File: src/rtl/isa_fetch.sv
// isa_fetch: fetches a run of ISA words from DRAM in bursts, buffers them in a
// small first-word-fall-through FIFO and streams them to the configuration
// control unit. A burst is requested only when the FIFO can absorb every beat
// it asks for, so the read-data port never has to stall for long.
module isa_fetch #(
    parameter int PORT_WIDTH      = 128,
    parameter int DRAM_ADDR_WIDTH = 32,
    parameter int NUMWORD_WIDTH   = 16,
    parameter int BURST_LEN       = 4,
    parameter int FIFO_ADDR_WIDTH = 3
) (
    input  logic                       clk,
    input  logic                       rst_n,
    input  logic                       TOP_Start,
    input  logic [DRAM_ADDR_WIDTH-1:0] TOP_BaseAddr,
    input  logic [NUMWORD_WIDTH-1:0]   TOP_NumWord,
    output logic                       ISF_Busy,
    output logic                       ISF_Done,
    output logic                       ISF_RdReqVld,
    output logic [DRAM_ADDR_WIDTH-1:0] ISF_RdReqAddr,
    output logic [7:0]                 ISF_RdReqLen,
    input  logic                       DRM_RdReqRdy,
    input  logic [PORT_WIDTH-1:0]      DRM_RdDat,
    input  logic                       DRM_RdDatVld,
    output logic                       ISF_RdDatRdy,
    output logic [PORT_WIDTH-1:0]      ITFCCU_ISARdDat,
    output logic                       ITFCCU_ISARdDatVld,
    output logic                       ITFCCU_ISARdDatLast,
    input  logic                       CCUITF_ISARdDatRdy
);
    localparam int DEPTH      = 1 << FIFO_ADDR_WIDTH;
    localparam int CNT_W      = FIFO_ADDR_WIDTH + 1;
    localparam int BEAT_BYTES = PORT_WIDTH / 8;

    typedef enum logic [1:0] { IDLE, REQ, DRAIN } state_t;

    state_t                     state, state_nxt;
    logic                       start_fetch, done_set, req_vld;
    logic                       req_hs, push, pop, fifo_full, fifo_vld, last_word;
    logic                       alive, done_q;
    logic [DRAM_ADDR_WIDTH-1:0] addr;
    logic [NUMWORD_WIDTH-1:0]   num_word, req_remain, delivered;
    logic [CNT_W-1:0]           fifo_count, outstanding;
    logic [FIFO_ADDR_WIDTH-1:0] wr_ptr, rd_ptr;
    logic [PORT_WIDTH-1:0]      mem [DEPTH];
    logic [7:0]                 len;
    logic [31:0]                free;

    // A full burst, or whatever is left of the fetch if that is shorter.
    assign len = (req_remain > NUMWORD_WIDTH'(BURST_LEN)) ? 8'(BURST_LEN) : 8'(req_remain);

    // Slots not yet spoken for: neither holding a word nor reserved by an in-flight beat.
    // Pushes move a slot from reserved to held, pops only release slots, so once
    // free >= len it stays true until the request is accepted.
    assign free = 32'(DEPTH) - 32'(fifo_count) - 32'(outstanding);

    assign fifo_full   = (fifo_count == CNT_W'(DEPTH));
    assign fifo_vld    = (fifo_count != '0);
    assign req_hs      = req_vld & DRM_RdReqRdy;
    assign push        = DRM_RdDatVld & ISF_RdDatRdy;
    assign pop         = fifo_vld & CCUITF_ISARdDatRdy;
    assign last_word   = fifo_vld && (delivered == num_word - NUMWORD_WIDTH'(1));

    // 'alive' keeps the data-ready low while reset is held, even though the FIFO is empty.
    assign ISF_RdDatRdy        = alive & ~fifo_full;
    assign ISF_Busy            = (state != IDLE);
    assign ISF_Done            = done_q;
    assign ISF_RdReqVld        = req_vld;
    assign ISF_RdReqAddr       = addr;
    assign ISF_RdReqLen        = len;
    assign ITFCCU_ISARdDatVld  = fifo_vld;
    assign ITFCCU_ISARdDat     = fifo_vld ? mem[rd_ptr] : '0;
    assign ITFCCU_ISARdDatLast = last_word;

    // State register.
    always_ff @(posedge clk or negedge rst_n) begin
        if (!rst_n) state <= IDLE;
        else        state <= state_nxt;
    end

    // Next-state decode, request valid, fetch start and completion strobes.
    always_comb begin
        state_nxt   = state;
        start_fetch = 1'b0;
        done_set    = 1'b0;
        req_vld     = 1'b0;
        case (state)
            IDLE: begin
                if (TOP_Start) begin
                    if (TOP_NumWord != '0) begin
                        start_fetch = 1'b1;
                        state_nxt   = REQ;
                    end else begin
                        done_set = 1'b1;
                    end
                end
            end
            REQ: begin
                req_vld = (free >= 32'(len));
                if (req_vld && DRM_RdReqRdy && (req_remain == NUMWORD_WIDTH'(len)))
                    state_nxt = DRAIN;
            end
            DRAIN: begin
                if (pop && last_word) begin
                    state_nxt = IDLE;
                    done_set  = 1'b1;
                end
            end
            default: state_nxt = IDLE;
        endcase
    end

    // Fetch bookkeeping: request address, words left to request, words delivered, Done pulse.
    always_ff @(posedge clk or negedge rst_n) begin
        if (!rst_n) begin
            alive      <= 1'b0;
            done_q     <= 1'b0;
            addr       <= '0;
            num_word   <= '0;
            req_remain <= '0;
            delivered  <= '0;
        end else begin
            alive  <= 1'b1;
            done_q <= done_set;
            if (start_fetch) begin
                addr       <= TOP_BaseAddr;
                num_word   <= TOP_NumWord;
                req_remain <= TOP_NumWord;
                delivered  <= '0;
            end else begin
                if (req_hs) begin
                    addr       <= addr + DRAM_ADDR_WIDTH'(len) * DRAM_ADDR_WIDTH'(BEAT_BYTES);
                    req_remain <= req_remain - NUMWORD_WIDTH'(len);
                end
                if (pop) delivered <= delivered + NUMWORD_WIDTH'(1);
            end
        end
    end

    // Beats requested but not yet received; a same-cycle issue and arrival nets +len-1.
    always_ff @(posedge clk or negedge rst_n) begin
        if (!rst_n) begin
            outstanding <= '0;
        end else begin
            case ({req_hs, push})
                2'b10:   outstanding <= outstanding + CNT_W'(len);
                2'b01:   outstanding <= outstanding - CNT_W'(1);
                2'b11:   outstanding <= outstanding + CNT_W'(len) - CNT_W'(1);
                default: outstanding <= outstanding;
            endcase
        end
    end

    // FIFO occupancy and pointers; simultaneous push and pop leave the count unchanged.
    always_ff @(posedge clk or negedge rst_n) begin
        if (!rst_n) begin
            fifo_count <= '0;
            wr_ptr     <= '0;
            rd_ptr     <= '0;
        end else begin
            if (push) wr_ptr <= wr_ptr + FIFO_ADDR_WIDTH'(1);
            if (pop)  rd_ptr <= rd_ptr + FIFO_ADDR_WIDTH'(1);
            case ({push, pop})
                2'b10:   fifo_count <= fifo_count + CNT_W'(1);
                2'b01:   fifo_count <= fifo_count - CNT_W'(1);
                default: fifo_count <= fifo_count;
            endcase
        end
    end

    // FIFO storage; data only, so it carries no reset.
    always_ff @(posedge clk) begin
        if (push) mem[wr_ptr] <= DRM_RdDat;
    end
endmodule
File: config.mk
export PLATFORM = sky130hd
export DESIGN_NAME = isa_fetch
export DESIGN_NICKNAME = d
export VERILOG_FILES = /design/src/rtl/isa_fetch.sv
export SDC_FILE = /design/constraint.sdc
export NUM_CORES = 1
export LEC_CHECK = 0
export CAP_MARGIN = 20
export CORE_MARGIN = 3
export CORE_UTILIZATION = 50
export DETAILED_ROUTE_END_ITERATION = 6
export PLACE_DENSITY_LB_ADDON = 0.25
export SYNTH_ARGS = -nofsm -noshare
export SYNTH_HDL_FRONTEND = slang
export SYNTH_SLANG_ARGS = --single-unit
File: constraint.sdc
create_clock -name clk -period 16.72 [get_ports clk]
set_clock_uncertainty 0.15 [all_clocks]
set_input_delay 3.344 -clock clk [delete_from_list [all_inputs] [get_ports clk]]
set_output_delay 3.344 -clock clk [all_outputs]
set_load 0.02 [all_outputs]
==> impl_results.md <==
- Postcts setup bufs: 0
- Crit end category: output port
- Count of different cell masters after synthesis: 70
- Final hold violations: 0
- Horiz. Die Dim: between 300 and 400 um
- Reg2Reg Capture Point: req_remain[12]
- Yosys synthesis warning count: 0
- Leakage power: 18.1 nW
- Clk root buf: clkbuf_16
- Filler cells: between 6000 and 7000
- Synthesized flop and latch total: ~1100
- FF-to-FF setup slack: about 12 ns
- Num rows: between 100 and 150
- First-pass GRT wire length: between 150000 and 200000 um
- CP arrival: about 4.9 ns
- Tmin final: between 8 and 9 ns
- DRT Wirelength: ~100000 um
- Layout area overhead: 19.1%
- Post-Layout Cell Count: 4016
- Max transition margin: a little over a fifth
- Die ar.: 93700 um2
- Post-synthesis mux area share: 15.8%
- Synthesized area: roughly 45000 um2
- Overall power: approximately 9.6 mW
- Compound-Gate Fraction of Synth Area: about 2.3%
- Post-synth EDFFs: just over 1000
- Fmax: between 100 and 150 MHz
- Via total after detailed routing: between 20000 and 25000
- Pin count of the biggest net entering global routing: 122
- Max clock buf depth: 3
- Die Span Y: 306 um
- Max IR drop VDD: 0.161 mV
- CTS sink cnt: ~1100
- Crit start category: flop
- Register area share after synthesis: roughly 74%
- Syn avg cell area: roughly 19 um2
- Synth Instances: around 2300
- Vias in the first global route: 24500
- Clock latency on the worst-skew pair: ~0.7 ns
- DRC violation total after the first TritonRoute iteration: 1736
- Final period utilization: about half
- Result of the run: finished clean
- Ys async rst share: 8.73%
- Final Setup Violations: 0
- # resized after CTS: 0
- Layout cells sized above 1: 17.6%
- Fin area: between 50000 and 60000 um2
- Placed Area: roughly 50000 um2
- Clock transition at path regs: approximately 0.060 ns
- GRT Overall Usage: between 20% and 30%
- Worst slew pin tran: about 1.2 ns
- Hold/Removal Path Class: flop to flop
- IO Count: 356
- Antenna violations before repair: 19
- Initial Utilization: between 50% and 60%
- RR Startpoint: req_remain[13]
- Vias/cell: 5.80
- Post-Synth Adder-Cell Area: 1.09%
- Final Max Slew Viols: 0
- Share of the synthesized area in the top cell type: between 60 and 70%
- Hold Path Origin: outstanding[3]
- Fin nets: 2962
- Fin Hold WS: 0.332 ns
- XOR/XNOR share of the synthesized area: between 1 and 1.5%
- Crit path kind: flop to output port
- First-pass DRT Iterations: 6
- TritonCTS clock tree: built
- CTS H-tree depth: 3
- Residual DRC: 0
- Crit path max fanout: 77
- Hold Path Sink: outstanding[3]
- R2R cell count: 14
- Most frequent cell after synthesis: edfxtp_1
- MaxCap Viol Count: 0
- Commonest cells post-synth: edfxtp_1, mux4_2, nor2_1
- RSZ-0062 raised after global routing: no
- Synth area leaders: edfxtp_1, mux4_2, dfrtp_1
- Top_reg_cell synth: edfxtp_1
- Simple-gate share of the synthesized area: about 4.5%
- Num CTS Buffers: 110
- Largest family of logic cells by synthesized area: multiplexers
- TNS Setup: 0 ns
- Worst EP required: between 10 and 15 ns
- Port-buffer cells: 350
- Hold depth: 1
- Final ANT Viol Nets: 0
- HPWL after DPL: between 50000 and 60000 um
- P per Cell Area: between 150 and 200 nW/um2
- Largest area contributor in the netlist: edfxtp_1
- Average wire per standard cell: 25.0 um
- Remaining Overflow, GRT: 0
- Hold buffer count at CTS: 0
- RD Place Congestion: a little over 0.8
- Core area: approximately 90000 um2
- Cells after DPL: around 3800
flip-flops by register name (all words and copies together) (netlist names):
register and count:
state 2, outstanding 4, ISF_RdReqAddr 32, ISF_Done 1, delivered 16, num_word 16, mem 1024, req_remain 16
fifo_count 4, alive 1, rd_ptr 3, wr_ptr 3
where the power goes:
part / leakage, nW / switching (mW) / internal, mW
clock: 1.74 / 1.04 / 1.37
combinational: 5.87 / 1.92 / 1.67
sequential: 10.5 / 0.248 / 3.35
layout make-up:
class                   instances  area (um2)  share of cell area, %
diodes                         14        35.0                 0.0653
clock inverters                75         737                   1.37
multi-input cells            1084       11300                   21.1
inverters                      28         105                  0.196
well taps                    1165        1460                   2.72
flip-flops and latches       1122       33200                   61.9
repair buffers                397        3910                   7.30
clock buffers                 131        2830                   5.28
worst max-delay path by stage:
stage / endpoint / cells past startpoint / slack (ns) / from
CTS: ITFCCU_ISARdDat[91] / 6 / 8.10 / rd_ptr[1]
detailed placement: ITFCCU_ISARdDat[91] / 6 / 8.85 / rd_ptr[1]
floorplan: mem[1][0] / 5 / 3.27 / DRM_RdDatVld
global placement: ITFCCU_ISARdDat[91] / 6 / 8.89 / rd_ptr[1]
finish: ITFCCU_ISARdDat[86] / 6 / 8.29 / rd_ptr[1]
global route: ITFCCU_ISARdDat[86] / 6 / 8.03 / rd_ptr[1]
cell families after synthesis:
logic type	after synthesis
adder cells (fa/ha/maj)	37
AND/OR/NAND/NOR	438
AO/OA/AOI/OAI	139
multiplexers	389
buffers and inverters	145
other	2
XOR/XNOR	64
flip-flops	1122
cells in the final DEF (no fill, tap or decap), drive strengths merged, types with 15 or more instances in the layout:
cell type	n
nand3	29
o211ai	18
inv	34
nor4	19
o21ai	34
xnor2	45
ha	33
clkinv	54
a221o	16
nand2	118
mux2i	132
nor2	177
mux4	256
a21oi	15
conb	17
buf	48
clkbuf	131
edfxtp	1024
xor2	19
clkdlybuf4s50	349
dfrtp	98
nor3	32
metrics by stage:
step	worst slack (ns)	utilization, %
after floorplan	3.27	-
after global placement	8.89	56.3
after detailed placement	8.85	56.3
after CTS	8.10	60.3
after global routing	8.03	60.4
final	8.29	60.4
routing by layer:
metal	vias to the layer above	track usage (%)	wire length [um]
met5	-	0	82
met4	12	5.77	2270
met3	157	5.46	6960
met2	691	35.5	49500
met1	12200	29.4	41600
li1	10200	-	-
critical path, cell delays in order (launching register included):
cell and delay [ns]:
dfrtp_4 0.97, buf_4 0.86, buf_4 0.98, mux4_2 0.40, mux2i_1 0.09, nor2_1 0.20
clkdlybuf4s50_1 0.64
Note: power is estimated with default switching activity, not from simulation.
